File: src/rtl/ldm_stm_pkg.sv
// Shared definitions for the LDM/STM sequencers: FSM state encoding,
// addressing-mode constants ({P,U}) and the transfer word size.
package ldm_stm_pkg;

    typedef enum logic [0:0] {
        ST_IDLE = 1'b0,
        ST_RUN  = 1'b1
    } state_t;

    localparam logic [1:0] IA = 2'b01;
    localparam logic [1:0] IB = 2'b11;
    localparam logic [1:0] DA = 2'b00;
    localparam logic [1:0] DB = 2'b10;

    localparam int WORD_BYTES = 4;

endpackage

File: src/rtl/ldm_stm_mem_addr_gen_popcount16.sv
// Combinational population count of a 16-bit register list (0..16).
module popcount16 (
    input  logic [15:0] data,
    output logic [4:0]  count
);

    // Ripple sum of the set bits.
    always_comb begin
        count = 5'd0;
        for (int i = 0; i < 16; i++) begin
            count = count + {4'd0, data[i]};
        end
    end

endmodule

File: src/rtl/ldm_stm_mem_addr_gen.sv
// Memory-side LDM/STM sequencer: turns upstream register beats into ascending
// word-aligned (register, address) transfers plus a base writeback pulse.
module ldm_stm_mem_addr_gen
    import ldm_stm_pkg::*;
#(
    parameter int ADDR_W = 32,
    parameter int LIST_W = 16
) (
    input  logic              clk_in,
    input  logic              reset_in,
    input  logic              ldm_stm_start_in,
    input  logic [LIST_W-1:0] data_in,
    input  logic [ADDR_W-1:0] base_addr_in,
    input  logic              p_in,
    input  logic              u_in,
    input  logic              w_in,
    input  logic [3:0]        reg_addr_in,
    input  logic              ldm_stm_en_in,
    output logic [3:0]        reg_addr_out,
    output logic [ADDR_W-1:0] mem_addr_out,
    output logic              mem_valid_out,
    output logic              busy_out,
    output logic              done_out,
    output logic              wb_en_out,
    output logic [ADDR_W-1:0] wb_data_out
);

    localparam logic [ADDR_W-1:0] STEP = ADDR_W'(WORD_BYTES);

    state_t            state_r, state_s;
    logic [ADDR_W-1:0] cur_r, cur_s;
    logic [ADDR_W-1:0] wb_r, wb_s;
    logic [4:0]        n_r, n_s;
    logic [4:0]        cnt_r, cnt_s;
    logic              w_r, w_s;

    logic [3:0]        reg_out_r, reg_out_s;
    logic [ADDR_W-1:0] mem_out_r, mem_out_s;
    logic              valid_r, valid_s;
    logic              busy_r, busy_s;
    logic              done_r, done_s;
    logic              wb_en_r, wb_en_s;
    logic [ADDR_W-1:0] wb_data_r, wb_data_s;

    logic [4:0]        pop_s;
    logic [ADDR_W-1:0] base_al_s;
    logic [ADDR_W-1:0] n4_s;
    logic [ADDR_W-1:0] first_s;
    logic [ADDR_W-1:0] wb_calc_s;

    popcount16 u_popcount (
        .data  (data_in[15:0]),
        .count (pop_s)
    );

    // Start-time address arithmetic: lowest address and writeback value.
    always_comb begin
        base_al_s = {base_addr_in[ADDR_W-1:2], 2'b00};
        n4_s      = {{(ADDR_W-7){1'b0}}, pop_s, 2'b00};
        first_s   = base_al_s;
        case ({p_in, u_in})
            IA:      first_s = base_al_s;
            IB:      first_s = base_al_s + STEP;
            DA:      first_s = base_al_s - n4_s + STEP;
            DB:      first_s = base_al_s - n4_s;
            default: first_s = base_al_s;
        endcase
        if (u_in) begin
            wb_calc_s = base_al_s + n4_s;
        end else begin
            wb_calc_s = base_al_s - n4_s;
        end
    end

    // Next-state and next-output logic; every output is registered below.
    always_comb begin
        state_s   = state_r;
        cur_s     = cur_r;
        wb_s      = wb_r;
        n_s       = n_r;
        cnt_s     = cnt_r;
        w_s       = w_r;
        reg_out_s = 4'd0;
        mem_out_s = '0;
        valid_s   = 1'b0;
        busy_s    = 1'b0;
        done_s    = 1'b0;
        wb_en_s   = 1'b0;
        wb_data_s = '0;
        case (state_r)
            ST_IDLE: begin
                // busy_r high in IDLE means this is the done cycle: no new start yet.
                if (ldm_stm_start_in && !busy_r) begin
                    cur_s  = first_s;
                    wb_s   = wb_calc_s;
                    n_s    = pop_s;
                    cnt_s  = 5'd0;
                    w_s    = w_in;
                    busy_s = 1'b1;
                    if (pop_s == 5'd0) begin
                        done_s    = 1'b1;
                        wb_en_s   = w_in;
                        wb_data_s = base_al_s;
                        state_s   = ST_IDLE;
                    end else begin
                        state_s   = ST_RUN;
                    end
                end else begin
                    state_s = ST_IDLE;
                end
            end
            ST_RUN: begin
                busy_s = 1'b1;
                if (ldm_stm_en_in) begin
                    reg_out_s = reg_addr_in;
                    mem_out_s = cur_r;
                    valid_s   = 1'b1;
                    cur_s     = cur_r + STEP;
                    cnt_s     = cnt_r + 5'd1;
                    if (cnt_r + 5'd1 == n_r) begin
                        done_s    = 1'b1;
                        wb_en_s   = w_r;
                        wb_data_s = wb_r;
                        state_s   = ST_IDLE;
                    end else begin
                        state_s   = ST_RUN;
                    end
                end else begin
                    state_s = ST_RUN;
                end
            end
            default: begin
                state_s = ST_IDLE;
            end
        endcase
    end

    // State, working registers and registered outputs.
    always_ff @(posedge clk_in) begin
        if (reset_in) begin
            state_r   <= ST_IDLE;
            cur_r     <= '0;
            wb_r      <= '0;
            n_r       <= 5'd0;
            cnt_r     <= 5'd0;
            w_r       <= 1'b0;
            reg_out_r <= 4'd0;
            mem_out_r <= '0;
            valid_r   <= 1'b0;
            busy_r    <= 1'b0;
            done_r    <= 1'b0;
            wb_en_r   <= 1'b0;
            wb_data_r <= '0;
        end else begin
            state_r   <= state_s;
            cur_r     <= cur_s;
            wb_r      <= wb_s;
            n_r       <= n_s;
            cnt_r     <= cnt_s;
            w_r       <= w_s;
            reg_out_r <= reg_out_s;
            mem_out_r <= mem_out_s;
            valid_r   <= valid_s;
            busy_r    <= busy_s;
            done_r    <= done_s;
            wb_en_r   <= wb_en_s;
            wb_data_r <= wb_data_s;
        end
    end

    assign reg_addr_out  = reg_out_r;
    assign mem_addr_out  = mem_out_r;
    assign mem_valid_out = valid_r;
    assign busy_out      = busy_r;
    assign done_out      = done_r;
    assign wb_en_out     = wb_en_r;
    assign wb_data_out   = wb_data_r;

endmodule
File: config.mk
export PLATFORM = sky130hd
export DESIGN_NAME = ldm_stm_mem_addr_gen
export DESIGN_NICKNAME = d
export VERILOG_FILES = /design/src/rtl/ldm_stm_pkg.sv /design/src/rtl/ldm_stm_mem_addr_gen_popcount16.sv /design/src/rtl/ldm_stm_mem_addr_gen.sv
export SDC_FILE = /design/constraint.sdc
export NUM_CORES = 1
export LEC_CHECK = 0
export BUFFER_PORTS_ARGS = -buffer_cell sky130_fd_sc_hd__clkbuf_2
export CAP_MARGIN = 10
export CORE_UTILIZATION = 30
export CTS_CLUSTER_DIAMETER = 200
export DETAILED_ROUTE_END_ITERATION = 12
export PLACE_DENSITY_LB_ADDON = 0.08
export SLEW_MARGIN = 15
export SYNTH_ARGS = -nofsm -noshare
export SYNTH_HDL_FRONTEND = slang
export SYNTH_SLANG_ARGS = --single-unit
export TNS_END_PERCENT = 20
File: constraint.sdc
create_clock -name clk_in -period 21.1 [get_ports clk_in]
set_clock_uncertainty 0.2 [all_clocks]
set_input_delay 3.165 -clock clk_in [delete_from_list [all_inputs] [get_ports clk_in]]
set_output_delay 3.165 -clock clk_in [all_outputs]
set_load 0.03 [all_outputs]
== After elaboration in Yosys (flattened, before gate mapping) ==
Cells that the tools add are included.

* Bits in writable memories: 0
* Bits in latches: 0
* Register bits after elaboration: 148
* Output and inout bits: 72
* Memories kept: 0
* ROM bits: 0
* Logic and storage cells: 81

* Shifts and indexed selects: 0
* Muxes and demuxes: 31
* Reduce and logical (&&, ||, !) cells: 8
* $add $sub $neg: 21
* Divide/modulo/power cells: 0
* Bitwise gates (word level): 2
* Multipliers: 0
* Eq/ne operators: 6
* Magnitude comparators: 0

{| class="wikitable"
|+ Operators by type and width
! operator !! count
|-
| $mux 32 || 7
|-
| $pmux 32 s2 || 2
|-
| $pmux 32 s4 || 1
|-
| $add 32x3->32 const B || 3
|-
| $add 5x1->5 || 14
|-
| $add 32x7->32 || 1
|-
| $sub 32x7->32 || 1
|-
| $mux 1 || 14
|-
| $mux 5 || 2
|-
| $pmux 5 s2 || 1
|-
| $pmux 1 s2 || 4
|-
| $add 5x1->5 const B || 1
|-
| $eq 5x5->1 || 1
|-
| $logic_not 5->1 || 1
|-
| $eq 2x2->1 const B || 2
|-
| $ne 2x2->1 const B || 2
|-
| $reduce_and 2->1 || 2
|-
| $reduce_or 3->1 || 1
|-
| $add 1x1->2 || 1
|-
| $eq 2x1->1 const B || 1
|-
| $logic_not 2->1 || 1
|-
| $not 1->1 || 2
|-
| $reduce_or 2->1 || 1
|-
| $logic_and 1x1->1 || 1
|-
| $logic_not 1->1 || 1
|}

== Longest topological paths before layout ==
Gate-level depths: netlist of run 1.

* Word-level depth: 20
* Mapped depth: 27
* Mapped depth without buffers: 25

== Hierarchy ==
Synthesis of run 1 repeated with hierarchy kept, for this count alone.

* Cell total of the unflattened synthesis: 1280
* Area total of the unflattened synthesis: 9577.9 um^2

{| class="wikitable"
|+ By module, submodules not included
! module !! instances !! cells each !! area an instance (um^2) !! seq. area each (um^2)
|-
| ldm_stm_mem_addr_gen || 1 || 1233 || 9170.0 || 2802.7
|-
| popcount16 || 1 || 47 || 407.9 || 0.0
|}

== Worst setup path after synthesis of run 1 ==
Ideal clock, no wire load.

* Path type: input-to-reg
* From: input data_in[0]
* To: register cur_r[29]
* Library setup time: 0.127 ns
* Slack: 11.381 ns
* Path buffers: 3
* Data arrival time: 9.392 ns
* Cell stages on the path: 24
* Cell sequence: ha_1 inv_1 fa_1 fa_1 fa_1 fa_1 fa_1 fa_1 xor2_2 inv_2 ha_1 buf_2 nor4_1 nand2b_1 buf_2 nor3_2 xnor2_1 nor4_4 nand2_2 or3_1 buf_2 or3b_1 nand3b_1 a31oi_1

* Cells in the longest elaborated chain, start to end: 20

{| class="wikitable"
|+ Ends and longest elaborated chain
! what !! RTL line !! text
|-
| start: declaration || ldm_stm_mem_addr_gen.sv:12 || <nowiki>input logic [LIST_W-1:0] data_in,</nowiki>
|-
| $add 1x1->2 (*) || ldm_stm_mem_addr_gen_popcount16.sv:11 || <nowiki>count = count + {4'd0, data[i]};</nowiki>
|-
| $add 5x1->5 (*) (14 in series) || ldm_stm_mem_addr_gen_popcount16.sv:11 ||
|-
| $sub 32x7->32 (*) || ldm_stm_mem_addr_gen.sv:64, ldm_stm_mem_addr_gen.sv:65 ||
|-
| $add 32x3->32 || ldm_stm_mem_addr_gen.sv:64 || <nowiki>DA: first_s = base_al_s - n4_s + STEP;</nowiki>
|-
| $pmux 32 s4 (*) || ldm_stm_mem_addr_gen.sv:61 || <nowiki>case ({p_in, u_in})</nowiki>
|-
| $mux 32 (*) || ldm_stm_mem_addr_gen.sv:93 || <nowiki>if (ldm_stm_start_in && !busy_r) begin</nowiki>
|-
| $pmux 32 s2 (*) || ldm_stm_mem_addr_gen.sv:90 || <nowiki>case (state_r)</nowiki>
|-
| end signal: assignment || ldm_stm_mem_addr_gen.sv:156 || <nowiki>cur_r <= cur_s;</nowiki>
|-
| end: declaration || ldm_stm_mem_addr_gen.sv:31 || <nowiki>logic [ADDR_W-1:0] cur_r, cur_s;</nowiki>
|}

Mark *: on every way between the ends. The rest lies on a longest branch, timed or not. The select of a mux whose other input is x is not followed.
A chain may end at the register's enable or synchronous reset.

== Worst setup path in the final report of run 1 ==
* From: input data_in[0]
* To: register cur_r[23]

Same word-level chain as after synthesis.

==> impl_metrics.py, run 1 <==
metrics = {
    "timing": {
        "finalSetupViolCount": 0,
        "period_share": 0.501,
        "timing.hold.ws_ns": 0.251,
        "period_minus_slack_ns": 10.56,
        "finalSetupTns_ns": 0,
        "fmax_mhz": 94.7,
        "rsz0062_at_grt": "false",
        "finalHoldViolCount": 0,
        "slew_viol_final": 0,
        "relSlewSlack": 0.155,
        "worst_slew_pin_slew_ns": 1.24,
        "fin_ws_ns": 10.54,
    },
    "setup_path": {
        "critPathMaxStageDelay_ns": 0.59,
        "end_kind": "register",
        "cp_common_cell": "fa_1",
        "crit_buf_inv": 3,
        "cp_top_family": "adder cells",
        "cp_cell_sequence": "clkbuf_2 -> ha_1 -> inv_1 -> fa_1 -> fa_1 -> fa_1 -> fa_1 -> fa_1 -> fa_1 -> xor2_2 -> inv_2 -> ha_1 -> nor4_1 -> nand2b_1 -> nor3_2 -> xnor2_1 -> nor4_4 -> nand2_2 -> or3_1 -> xor2_1 -> a21oi_1 -> o22ai_1",
        "crit_type": "in2reg",
        "cp-start-kind": "input port",
        "rr_worst_depth": 9,
        "reg2reg_slack_ns": 17.83,
        "slowest_stage": "nor4_4",
        "r2r-start": "cur_r[7]",
        "critical_path_peak_fanout": 10,
        "critical_path_required_ns": 21.19,
        "worst_r2r_endpoint": "cur_r[31]",
        "cp.arrival_ns": 10.65,
    },
    "power_and_ir_drop": {
        "p_leak_nw": 4.08,
        "finalPower_mw": 1.10,
        "irDropWorstVdd_v": 0.0000641,
        "power_per_cell_area_mw_per_mm2": 100,
    },
    "hold_path": {
        "holdPathEnd": "wb_r[14]",
        "hp-start": "wb_r[14]",
        "whs_path_depth": 2,
        "min_path_type": "reg2reg",
    },
    "grt": {
        "use_met3": 0.0338,
        "grt_overflow": 0,
        "met2_usage": 0.383,
        "grt.busiest_layer": "met2",
        "grt_max_degree": 80,
        "grt_pass1_wl_um": 57100,
        "track_usage": 0.228,
        "met1_usage": 0.301,
        "antenna_found_initial": 0,
        "grt_pass1_vias": 9237,
    },
    "flow_run": {
        "cap_viol_max_count": 0,
    },
    "place": {
        "post-place-ws_ns": 10.12,
        "hpwl_um": 27200,
        "numPortBuffers": 124,
        "place_area_mm2": 0.0104,
        "gp_congestion": 0.908,
        "place_inst": 1709,
    },
    "synth": {
        "yosysTopAreaCell": "dfxtp_1",
        "synthTopCellsByArea": "dfxtp_1, nand2_1, nor2_1",
        "ys_types": 85,
        "synth_edf_count": 0,
        "async_flop_share": 0,
        "syn_avg_cell_area_um2": 7.55,
        "ys_ff_latch": 140,
        "ys.flop_type": "dfxtp_1",
        "netlist.area_leader.share": 0.293,
        "synth-warning-count": 0,
        "postSynthCellCount": 1267,
        "syn-cell-area_mm2": 0.00956,
        "yosysSeqAreaShare": 0.293,
    },
    "clock_tree": {
        "clk_pin_slew_ns": 0.07,
        "clk_latency_ns": 0.44,
        "cts_resized": 0,
        "ctsHoldBuffers": 0,
        "cts_setup_buffers": 0,
        "cts.path.max_buffers": 2,
        "numCtsBuffers": 17,
        "clock_sinks": 140,
        "cts_tree": "yes",
        "root_buffer": "clkbuf_16",
        "cts_max_level": 4,
    },
    "floorplan": {
        "die_area_mm2": 0.0326,
        "die_h_um": 181,
        "core_area_mm2": 0.0315,
        "initial_core_util": 0.304,
        "dieWidth_um": 181,
        "num_rows": 65,
        "io_pins": 131,
    },
    "final_layout": {
        "multi_input_area_mm2": 0.00617,
        "diodes": 0,
        "syn_to_final_growth_pct": 14.6,
        "design_area_mm2": 0.0110,
        "layout_common_cells": "nand2_1, dfxtp_1, nor2_1, clkbuf_2, a21oi_1",
        "final_common_cell": "nand2_1",
        "final_nets": 1418,
        "final_core_util": 0.348,
        "regArea_mm2": 0.00280,
        "drive_above_1_share": 0.161,
        "finalNonFillerCells": 1741,
        "nFillCells": 3394,
    },
    "routing": {
        "ant_nets": 0,
        "drt-vias-per-instance": 5.49,
        "drt-pass1-iter-count": 6,
        "drtIter0Drc": 751,
        "drc": 0,
        "route.vias.total": 9557,
        "drt-total-wl_um": 36700,
        "wire_per_inst_um": 21.1,
    },
    "run_status": {
        "outcome": "finished clean",
    },
}
## worst max-delay path by stage
| stage | startpoint | to | cells past startpoint |
|---|---|---|---|
| floorplan | data_in[0] | cur_r[29] | 24 |
| CTS | data_in[0] | cur_r[23] | 22 |
| finish | data_in[0] | cur_r[23] | 22 |
| global route | data_in[0] | cur_r[18] | 22 |
| detailed placement | data_in[0] | cur_r[23] | 22 |
| global placement | data_in[0] | cur_r[23] | 22 |
## synthesized netlist by cell type, types with 6 or more instances
master / instances
fa_1: 12
inv_1: 49
a21o_1: 7
a31oi_1: 12
nor4_2: 6
xnor2_1: 52
nor3_1: 61
buf_2: 12
buf_1: 8
and3_1: 16
a221oi_1: 6
a22oi_1: 37
nor4_1: 19
o32ai_1: 8
clkbuf_1: 77
a211oi_1: 15
or3_1: 10
ha_1: 21
nand2b_1: 8
nand2_1: 149
nand4_1: 30
o22ai_1: 20
xor2_1: 40
nor2_1: 128
o21ai_0: 49
a21oi_1: 92
or4_1: 9
o211ai_1: 7
nand3_1: 29
and2_1: 33
dfxtp_1: 140
## cell families (layout without fill, tap and decap cells)
family | after synthesis | in the layout | synth area share
fa+ha+maj | 33 | 33 | 0.0526
simple gates | 545 | 545 | 0.296
buf+inv | 153 | 222 | 0.0640
mux | 5 | 5 | 0.00550
xor+xnor | 93 | 93 | 0.0860
other cells | 1 | 4 | 0.000392
compound gates | 297 | 297 | 0.202
flops | 140 | 140 | 0.293
## report_power, final
group / leakage (nW) / internal (mW) / switching, mW
registers: 1.14 / 0.293 / 0.0246
clock network: 0.256 / 0.156 / 0.135
logic: 2.69 / 0.161 / 0.327
## layout make-up
cell class	count	share of cell area
clock buffer	19	0.0404
clock inverter	13	0.00994
tap	402	0.0459
inverter	51	0.0175
sequential	140	0.256
timing repair buffer	139	0.0672
multi-input combinational	977	0.563
## worst min-delay path, delay by kind of cell, from the launching register on
family           cells  cell delay, ns
flip-flops           1            0.31
AND/OR/NAND/NOR      1            0.05
AO/OA/AOI/OAI        1            0.05
## layer usage
layer / routed length (um) / up-vias
met5: 0 / -
met4: 803 / 0
met3: 1460 / 46
met2: 17500 / 264
met1: 17000 / 4643
li1: - / 4604
## registers in the layout (all words and copies together), names as in the netlist, 4 cells and up
| name | count |
|---|---|
| cnt_r | 5 |
| wb_data_out | 30 |
| mem_addr_out | 30 |
| n_r | 5 |
| reg_addr_out | 4 |
| wb_r | 30 |
| cur_r | 30 |
No activity file was read; power rests on OpenSTA's default activity.
==> run 2: changes to the inputs <==
==> constraint.sdc (replaced) <==
create_clock -name clk_in -period 8.8 [get_ports clk_in]
set_clock_uncertainty 0.2 [all_clocks]
set_input_delay 1.32 -clock clk_in [delete_from_list [all_inputs] [get_ports clk_in]]
set_output_delay 1.32 -clock clk_in [all_outputs]
set_load 0.03 [all_outputs]
==> run 2 against run 1 <==
Net effect: global-route usage is 0.21 points lower; worst setup slack got worse by 9.7 ns; register-to-register slack got worse by 12 ns; final cell count grew 2.2%; largest power group unchanged.
==> impl_metrics.py, run 2 (synthesis gave the netlist of run 1 again) <==
metrics = {
    "timing": {
        "relSlewSlack": 0.269,
        "rsz0062_at_grt": "false",
        "finalSetupTns_ns": 0,
        "fmax_mhz": 125,
        "finalHoldViolCount": 0,
        "finalSetupViolCount": 0,
        "period_share": 0.907,
        "worst_slew_pin_slew_ns": 1.07,
        "period_minus_slack_ns": 7.98,
        "timing.hold.ws_ns": 0.251,
        "slew_viol_final": 0,
    },
    "power_and_ir_drop": {
        "p_leak_nw": 4.32,
        "irDropWorstVdd_v": 0.000142,
        "power_per_cell_area_mw_per_mm2": 249,
    },
    "routing": {
        "met1_length_um": 17000,
        "topRoutingLayerUsed": "met4",
        "drt-vias-per-instance": 5.46,
        "wire_per_inst_um": 20.8,
        "drc": 0,
        "ant_nets": 0,
        "drt-pass1-iter-count": 5,
        "drt-total-wl_um": 37000,
        "met3_length_um": 1730,
        "route.vias.total": 9708,
        "wl_met2_um": 17300,
        "drtIter0Drc": 722,
    },
    "grt": {
        "antenna_found_initial": 0,
        "grt_max_degree": 69,
        "grt_pass1_wl_um": 56300,
        "grt_overflow": 0,
        "grt_pass1_vias": 9173,
        "track_usage": 0.226,
    },
    "clock_tree": {
        "cts.path.max_buffers": 2,
        "clk_latency_ns": 0.44,
        "ctsHoldBuffers": 0,
        "numCtsBuffers": 17,
        "cts_resized": 0,
        "cts_max_level": 4,
        "root_buffer": "clkbuf_16",
        "cts_tree": "yes",
        "clk_pin_slew_ns": 0.06,
        "cts_setup_buffers": 0,
        "clock_sinks": 140,
    },
    "final_layout": {
        "layout_common_cells": "nand2_1, dfxtp_1, nor2_1, clkbuf_2, a21oi_1",
        "final_common_cell": "nand2_1",
        "final_nets": 1456,
        "diodes": 0,
        "syn_to_final_growth_pct": 18.3,
        "drive_above_1_share": 0.185,
        "final_core_util": 0.359,
        "finalNonFillerCells": 1779,
    },
    "place": {
        "gp_congestion": 0.895,
        "place_inst": 1747,
        "numPortBuffers": 124,
        "hpwl_um": 27300,
    },
    "setup_path": {
        "critical_path_required_ns": 8.91,
        "cp.arrival_ns": 8.08,
        "crit_type": "in2reg",
        "end_kind": "register",
        "cp-start-kind": "input port",
        "critical_path_peak_fanout": 6,
    },
    "floorplan": {
        "io_pins": 131,
        "num_rows": 65,
        "core_area_mm2": 0.0315,
        "initial_core_util": 0.304,
        "die_area_mm2": 0.0326,
        "die_h_um": 181,
        "dieWidth_um": 181,
    },
    "flow_run": {
        "cap_viol_max_count": 0,
    },
    "run_status": {
        "outcome": "finished clean",
    },
    "hold_path": {
        "min_path_type": "reg2reg",
    },
}
[run 2: changes by cell type in the layout (fill, tap and decap cells not counted)]
| cell | before | now |
|---|---|---|
| inv_8 | 2 | 1 |
| clkinv_4 | 2 | 3 |
| clkbuf_1 | 1 | 0 |
| clkbuf_8 | 1 | 2 |
| inv_6 | 3 | 4 |
| clkinvlp_4 | 5 | 1 |
| buf_4 | 16 | 54 |
| bufinv_16 | 0 | 3 |
[run 2: final cells by class]
| class | instances | area, um^2 |
|---|---|---|
| clock buffer | 19 | 453 |
| clock inverter | 13 | 175 |
| fill | 3454 | 20200 |
| inverter | 51 | 191 |
| multi-input combinational | 977 | 6170 |
| sequential | 140 | 2800 |
| tap | 402 | 503 |
| timing repair buffer | 177 | 1020 |
[run 2: worst max-delay path: stages]
cell and delay [ns]:
clkbuf_2 0.08, ha_1 0.27, inv_1 0.07, fa_1 0.43, fa_1 0.49, fa_1 0.54, fa_1 0.43, fa_1 0.42
fa_1 0.68, inv_1 0.16, fa_1 0.48, nor4_1 0.37, nand2b_1 0.37, nor4_1 0.14, buf_4 0.16, and4_1 0.23
xnor2_1 0.22, nand2_2 0.07, or3_1 0.42, buf_4 0.18, or3b_1 0.35, nand3b_1 0.11, a31oi_1 0.09
[run 2: power breakdown]
group | internal, mW | switching (mW) | total [mW]
logic | 0.469 | 0.797 | 1.27
registers | 0.703 | 0.0586 | 0.761
clock network | 0.468 | 0.321 | 0.789
[run 2: path summary, 6_finish.rpt]
path	startpoint	to	slack (ns)	cells after the start
min reg2reg	wb_r[28]	wb_r[28]	0.25	2
max reg2reg	cur_r[7]	cur_r[31]	5.50	9
min	wb_r[28]	wb_r[28]	0.25	2
max	data_in[0]	cur_r[29]	0.82	23
[run 2: through the flow]
stage / total power, mW / area [um^2] / setup WS [ns]
global route: 2.99 / 11300 / 0.509
detailed placement: 2.03 / 10700 / 0.397
finish: 2.82 / 11300 / 0.823
CTS: 2.83 / 11300 / 0.840
global placement: 2.03 / 10700 / 0.389
floorplan: 1.60 / 9570 / 0.926
[run 2: per-layer routing]
| metal | global-route usage | vias to the layer above |
|---|---|---|
| li1 | - | 4683 |
| met1 | 0.294 | 4690 |
| met2 | 0.374 | 288 |
| met3 | 0.0408 | 47 |
| met4 | 0.0797 | 0 |
| met5 | 0 | - |
